<file path="config.mk">
export PLATFORM = sky130hd
export DESIGN_NAME = ula_b_operand_stage
export DESIGN_NICKNAME = d
export VERILOG_FILES = /design/src/rtl/ula_b_operand_stage.sv
export SDC_FILE = /design/constraint.sdc
export NUM_CORES = 1
export LEC_CHECK = 0
export CORE_ASPECT_RATIO = 0.7
export CORE_MARGIN = 2
export CORE_UTILIZATION = 49
export CTS_CLUSTER_DIAMETER = 60
export DETAILED_ROUTE_END_ITERATION = 7
export PLACE_DENSITY = 0.93
export SETUP_SLACK_MARGIN = 0.15
export SLEW_MARGIN = 40
export SYNTH_ARGS = -nofsm -noshare
export SYNTH_HDL_FRONTEND = slang
export SYNTH_SLANG_ARGS = --single-unit
</file>
<file path="constraint.sdc">
create_clock -name clk -period 2.4 [get_ports clk]
set_clock_uncertainty 0.05 [all_clocks]
set_input_delay 0.24 -clock clk [delete_from_list [all_inputs] [get_ports clk]]
set_output_delay 0.24 -clock clk [all_outputs]
set_load 0.01 [all_outputs]
</file>
<file path="src/rtl/ula_b_operand_stage.sv">
// Registered ALU-B operand select with a valid/ready output stage and one-entry skid buffer.
// Define ULA_B_ZEXT_EN to give selector 110 a zero-extended immediate; otherwise 110 is illegal.
module ula_b_operand_stage #(
    parameter int WIDTH     = 32,
    parameter int IMM_WIDTH = 16,
    parameter int INC_VALUE = 4
) (
    input  logic                 clk,
    input  logic                 reset,
    input  logic [2:0]           selector,
    input  logic [WIDTH-1:0]     Data_0,
    input  logic [WIDTH-1:0]     Data_1,
    input  logic [IMM_WIDTH-1:0] Imm,
    input  logic                 in_valid,
    output logic                 in_ready,
    output logic [WIDTH-1:0]     Data_out,
    output logic                 out_valid,
    input  logic                 out_ready,
    output logic                 out_err
);

    localparam logic [WIDTH-1:0] INC_CONST = WIDTH'(INC_VALUE);

    logic [WIDTH-1:0] imm_sext;
`ifdef ULA_B_ZEXT_EN
    logic [WIDTH-1:0] imm_zext;
`endif
    logic [WIDTH-1:0] dec_data;
    logic             dec_err;

    logic             or_valid, or_err, sr_valid, sr_err, in_ready_r;
    logic [WIDTH-1:0] or_data, sr_data;
    logic             nxt_or_valid, nxt_or_err, nxt_sr_valid, nxt_sr_err;
    logic [WIDTH-1:0] nxt_or_data, nxt_sr_data;

    logic accept;
    logic xfer;

    assign accept = in_valid && in_ready_r;
    assign xfer   = or_valid && out_ready;

    // Illegal codes still produce a beat: value 0 tagged with err.
    always_comb begin
        imm_sext                  = {WIDTH{Imm[IMM_WIDTH-1]}};
        imm_sext[IMM_WIDTH-1:0]   = Imm;
`ifdef ULA_B_ZEXT_EN
        imm_zext                  = '0;
        imm_zext[IMM_WIDTH-1:0]   = Imm;
`endif
        dec_data = '0;
        dec_err  = 1'b0;
        case (selector)
            3'b000:          dec_data = Data_0;
            3'b001:          dec_data = INC_CONST;
            3'b010, 3'b011:  dec_data = Data_1;
            3'b100:          dec_data = imm_sext;
            3'b101:          dec_data = imm_sext << 2;
            3'b110: begin
`ifdef ULA_B_ZEXT_EN
                dec_data = imm_zext;
`else
                dec_err  = 1'b1;
`endif
            end
            default:         dec_err  = 1'b1;
        endcase
    end

    // Accept with transfer and a full skid register is impossible since in_ready is low then.
    always_comb begin
        nxt_or_valid = or_valid;
        nxt_or_data  = or_data;
        nxt_or_err   = or_err;
        nxt_sr_valid = sr_valid;
        nxt_sr_data  = sr_data;
        nxt_sr_err   = sr_err;
        if (xfer) begin
            if (sr_valid) begin
                nxt_or_data  = sr_data;
                nxt_or_err   = sr_err;
                nxt_sr_valid = 1'b0;
            end else begin
                nxt_or_valid = 1'b0;
            end
        end
        if (accept) begin
            if (!sr_valid && (!or_valid || xfer)) begin
                nxt_or_valid = 1'b1;
                nxt_or_data  = dec_data;
                nxt_or_err   = dec_err;
            end else begin
                nxt_sr_valid = 1'b1;
                nxt_sr_data  = dec_data;
                nxt_sr_err   = dec_err;
            end
        end
    end

    always_ff @(posedge clk) begin
        if (reset) begin
            or_valid   <= 1'b0;
            or_data    <= '0;
            or_err     <= 1'b0;
            sr_valid   <= 1'b0;
            sr_data    <= '0;
            sr_err     <= 1'b0;
            in_ready_r <= 1'b0;
        end else begin
            or_valid   <= nxt_or_valid;
            or_data    <= nxt_or_data;
            or_err     <= nxt_or_err;
            sr_valid   <= nxt_sr_valid;
            sr_data    <= nxt_sr_data;
            sr_err     <= nxt_sr_err;
            in_ready_r <= !nxt_sr_valid;
        end
    end

    assign in_ready  = in_ready_r;
    assign out_valid = or_valid;
    assign Data_out  = or_data;
    assign out_err   = or_err;

endmodule

</file>
After elaboration in Yosys (flattened, before gate mapping)
Index checks and enable logic that the tools add are counted.

storage, ports and cells
  bits in registers = 69
  input port bits = 87
  word-level logic and storage cells = 41
  output and inout port bits = 35

operators by class
  bitwise operators = 1
  eq/ne operators = 5
  reductions and logical operators = 11
  muxes and demuxes = 17

operators with widths
  cell                                           number
  case mux 32 bit (5 select lines)               1
  two-way mux 32 bit                             4
  two-way mux 1 bit                              12
  == test 3 x 2 -> 1 bit, second input constant  2
  == test 3 bit, second input constant           2
  OR reduction 6 bit                             1
  == test 3 x 1 -> 1 bit, second input constant  1
  logical AND 1 bit                              3
  logical NOT 1 bit                              3
  logical NOT 3 bit                              1
  AND reduction 2 bit                            1
  OR reduction 2 bit                             1
  logical OR 1 bit                               1
  NOT 1 bit                                      1

Depth between registers and ports, before layout
  depth after elaboration = 6
  mapped depth = 7
  depth with buffers taken out = 4

Worst setup path after synthesis
No wires, ideal clock.

  path type = flip-flop to flip-flop
  start point = reg (tool-made name)
  end point = reg or_data[24], in the netlist Data_out[24]
  slack = 0.920 ns
  required time = 2.262 ns
  cell stages (with the launch flop) = 6
  path buffers = 1
  library setup time = 0.088 ns
  data arrival time = 1.342 ns
  period minus slack after synthesis = 1.480 ns
  path through = dfxtp_1 -> nor2b_1 -> a211oi_4 -> buf_6 -> nor2_1 -> nor4_2

RTL lines
  element                 line  source
  end signal: assignment  110   or_data <= nxt_or_data;
  end: declaration        32    logic [WIDTH-1:0] or_data, sr_data;

Worst setup path in the final report
  start point = in selector[1]
  end point = reg or_data[3], in the netlist Data_out[3]

on the way
  cells in the longest elaborated chain, start to end = 5
  elaborated cells between the ends (all ways) = 10
  those cells by class = eq/ne (5); mux (3); reduce/logical (2)

RTL lines
  element                             line  source
  start: declaration                  10    input logic [2:0] selector,
  == test 3 x 2 -> 1 bit              52    case (selector)
  OR reduction 2 bit                  --
  case mux 32 bit (5 select lines) *  52
  two-way mux 32 bit *                87    if (!sr_valid && (!or_valid || xfer)) begin
  two-way mux 32 bit *                86    if (accept) begin

Mark *: on every way between the ends. The rest lies on a longest branch, timed or not.
A chain may end at the register's enable or synchronous reset.

==> impl_metrics.toml <==
[logic_synthesis]
syn-num-nets = 519
synth_area_leaders = "dfxtp_1 (39%), nor2_1 (11%), mux2i_1 (8.9%)"
synth_ff_type = "dfxtp_1"
synth_cells = 432
syn_area_per_cell_um2 = 8.30
synth_edf_count = 0
synth_area_um2 = 3590
seq_area_frac_synth = 0.385
ys_types = 39
yosysMostFrequentCell = "nor2_1"
synth_top_area_share = 0.385
synth_area_leader_cell = "dfxtp_1"
ys_ff_latch = 69
yosys-top-cells-count = "nor2_1 (105), dfxtp_1 (69), mux2i_1 (32)"
ys_warn_count = 0
async_reset_ff_frac = 0

[drt]
wl_per_cell_um = 17.5
drc = 0
via_count = 3772
avgViaCountPerCell = 5.85
dr.pass1.iters = 5
wl_mm = 11.3
drtIter0Drc = 309
ant_nets = 0

[setup_path]
worstPathRequired_ps = 2560
crit_chain = "clkdlybuf4s50_1 -> buf_4 -> nand2b_1 -> nor2_1 -> o21ai_0 -> o22ai_1"
critPathMaxStageDelay_ps = 500
r2r_end = "Data_out[10]"
critPathSlowestCell = "clkdlybuf4s50_1"
r2r_cells = 4
cp-start-kind = "input port"
crit_type = "in -> reg"
crit_path_start = "selector[1]"
cp_max_fo = 26
ff2ff_setup_slack_ps = 740
timing.rr.start = "in_ready"
end_kind = "flip-flop"
arrival_ps = 2160

[worst_hold_path]
hold_path_startpoint = "reset"
min_path_cells = 2
hold_path_end = "in_ready"
min_path_type = "in -> reg"

[timing]
min_period_ps = 2000
setup_tns_ps = 0
finalHoldViolCount = 0
slew-limit-headroom = 0.464
finalCritPeriodShare = 0.832
hold_slack_ps = 153
max_freq_ghz = 0.501
setup_viol = 0
rsz0062_at_grt = "false"
maxSlewViolCount = 0
tightest_slew_ps = 804

[clocking]
cts_sinks = 69
clk_pin_slew_worst_paths_ps = 80
postCtsSetupBuffers = 0
clock_path_buffers = 2
cts_made_buffers = 9
ctsHoldBuffers = 0
htree_levels = 3
cts_tree = "done"
postCtsResizedCells = 0
clk-insertion-delay-late_ps = 350
cts-root-buf = "clkbuf_8"

[power]
vdd_drop_max_mv = 0.489
total_leakage_power_nw = 2.01
power_per_cell_area_nw_per_um2 = 532

[finish]
instances_no_fill = 645
fillers = 515
area_delta_synth_final_pct = 42.1
diodes = 0
post-route-util = 0.709
drive_above_1_share = 0.0951
design_area_um2 = 5100
fin_nets = 629

[floorplanning]
row_count = 26
die_width_um = 106
fp.dieArea_um2 = 8030
ios = 122
dieHeight_um = 75.6
start_util = 0.499
coreArea_um2 = 7190

[global_route]
grt_pass1_wl_mm = 17.7
gr-total-overflow = 0
grt_use_total = 0.283
grt_max_degree = 48
first_global_vias = 3633
antenna_found_initial = 0

[status]
status = "finished, final reports clean"

[place]
dpl.hpwl_mm = 7.76
gp_congestion = 0.984
post_dp_cell_area_um2 = 4900
port_buffers = 121
dp_cells = 629

[run]
cap_violations = 0
-- logic make-up (layout without fill, tap and decap cells) --
family,Yosys count,count (layout),share of synthesized area
buffers and inverters,39,154,0.0506
AOI/OAI and AO/OA,86,86,0.162
muxes,32,32,0.0893
DFF,69,69,0.385
and+or+nand+nor,206,206,0.313
-- report_power, final --
group | total [mW] | internal, mW | switching (mW)
Clock | 0.958 | 0.485 | 0.474
Combinational | 0.540 | 0.298 | 0.241
Sequential | 1.22 | 1.19 | 0.0287
-- critical path, delay by kind of cell --
family / cells / cell delay (ps)
buffers and inverters: 2 / 790
and+or+nand+nor: 2 / 630
AOI/OAI and AO/OA: 2 / 480
-- sequential cells by signal, indices dropped and copies added (netlist names), named ones only --
signal	flops
Data_out	32
in_ready	1
out_err	1
sr_data	32
sr_err	1
sr_valid	1
-- cell usage in the layout, fill, tap and decap left out, types with 6 or more instances in the layout --
cell	Yosys	final
nand3b_1	16	16
nor4_1	7	7
nor3_1	19	19
mux2i_1	32	32
a22oi_1	15	15
nor2_1	105	105
dfxtp_1	69	69
a21oi_1	7	6
o22ai_1	13	13
a22o_1	12	12
or3b_1	15	15
nor4_2	11	11
nand2b_1	19	19
buf_4	2	13
o21ai_0	24	24
clkbuf_8	0	9
clkdlybuf4s50_1	0	120
-- cell type report --
class	count	area, um^2	area share
Clock inverter	7	73.8	0.0145
Sequential cell	69	1380	0.271
Multi-Input combinational cell	324	2040	0.401
Timing Repair Buffer	136	1340	0.264
Clock buffer	9	124	0.0243
Tap cell	98	123	0.0241
Inverter	2	7.51	0.00147
-- how the worst max path moves through the flow --
stage / end / slack (ps) / cells after the start
after floorplan: Data_out[24] / 920 / 5
after global placement: Data_out[25] / 3 / 5
final: Data_out[3] / 400 / 6
after CTS: Data_out[3] / 450 / 6
after detailed placement: Data_out[3] / 80 / 6
after global routing: Data_out[3] / 310 / 6
-- metal layers --
metal,vias to the layer above,wire length [um],global-route usage
met2,174,5510,0.484
met3,20,768,0.0565
met1,1823,4760,0.362
li1,1755,-,-
met5,-,0,0
met4,0,234,0.108
-- per-stage QoR --
step / worst slack, ps / power (mW)
6_report: 403 / 2.71
3_5_place_dp: 75.4 / 1.77
4_1_cts: 450 / 2.71
2_1_floorplan: 920 / 1.49
5_1_grt: 315 / 2.80
3_3_place_gp: 2.85 / 1.76
Note: power is estimated with default switching activity, not from simulation.
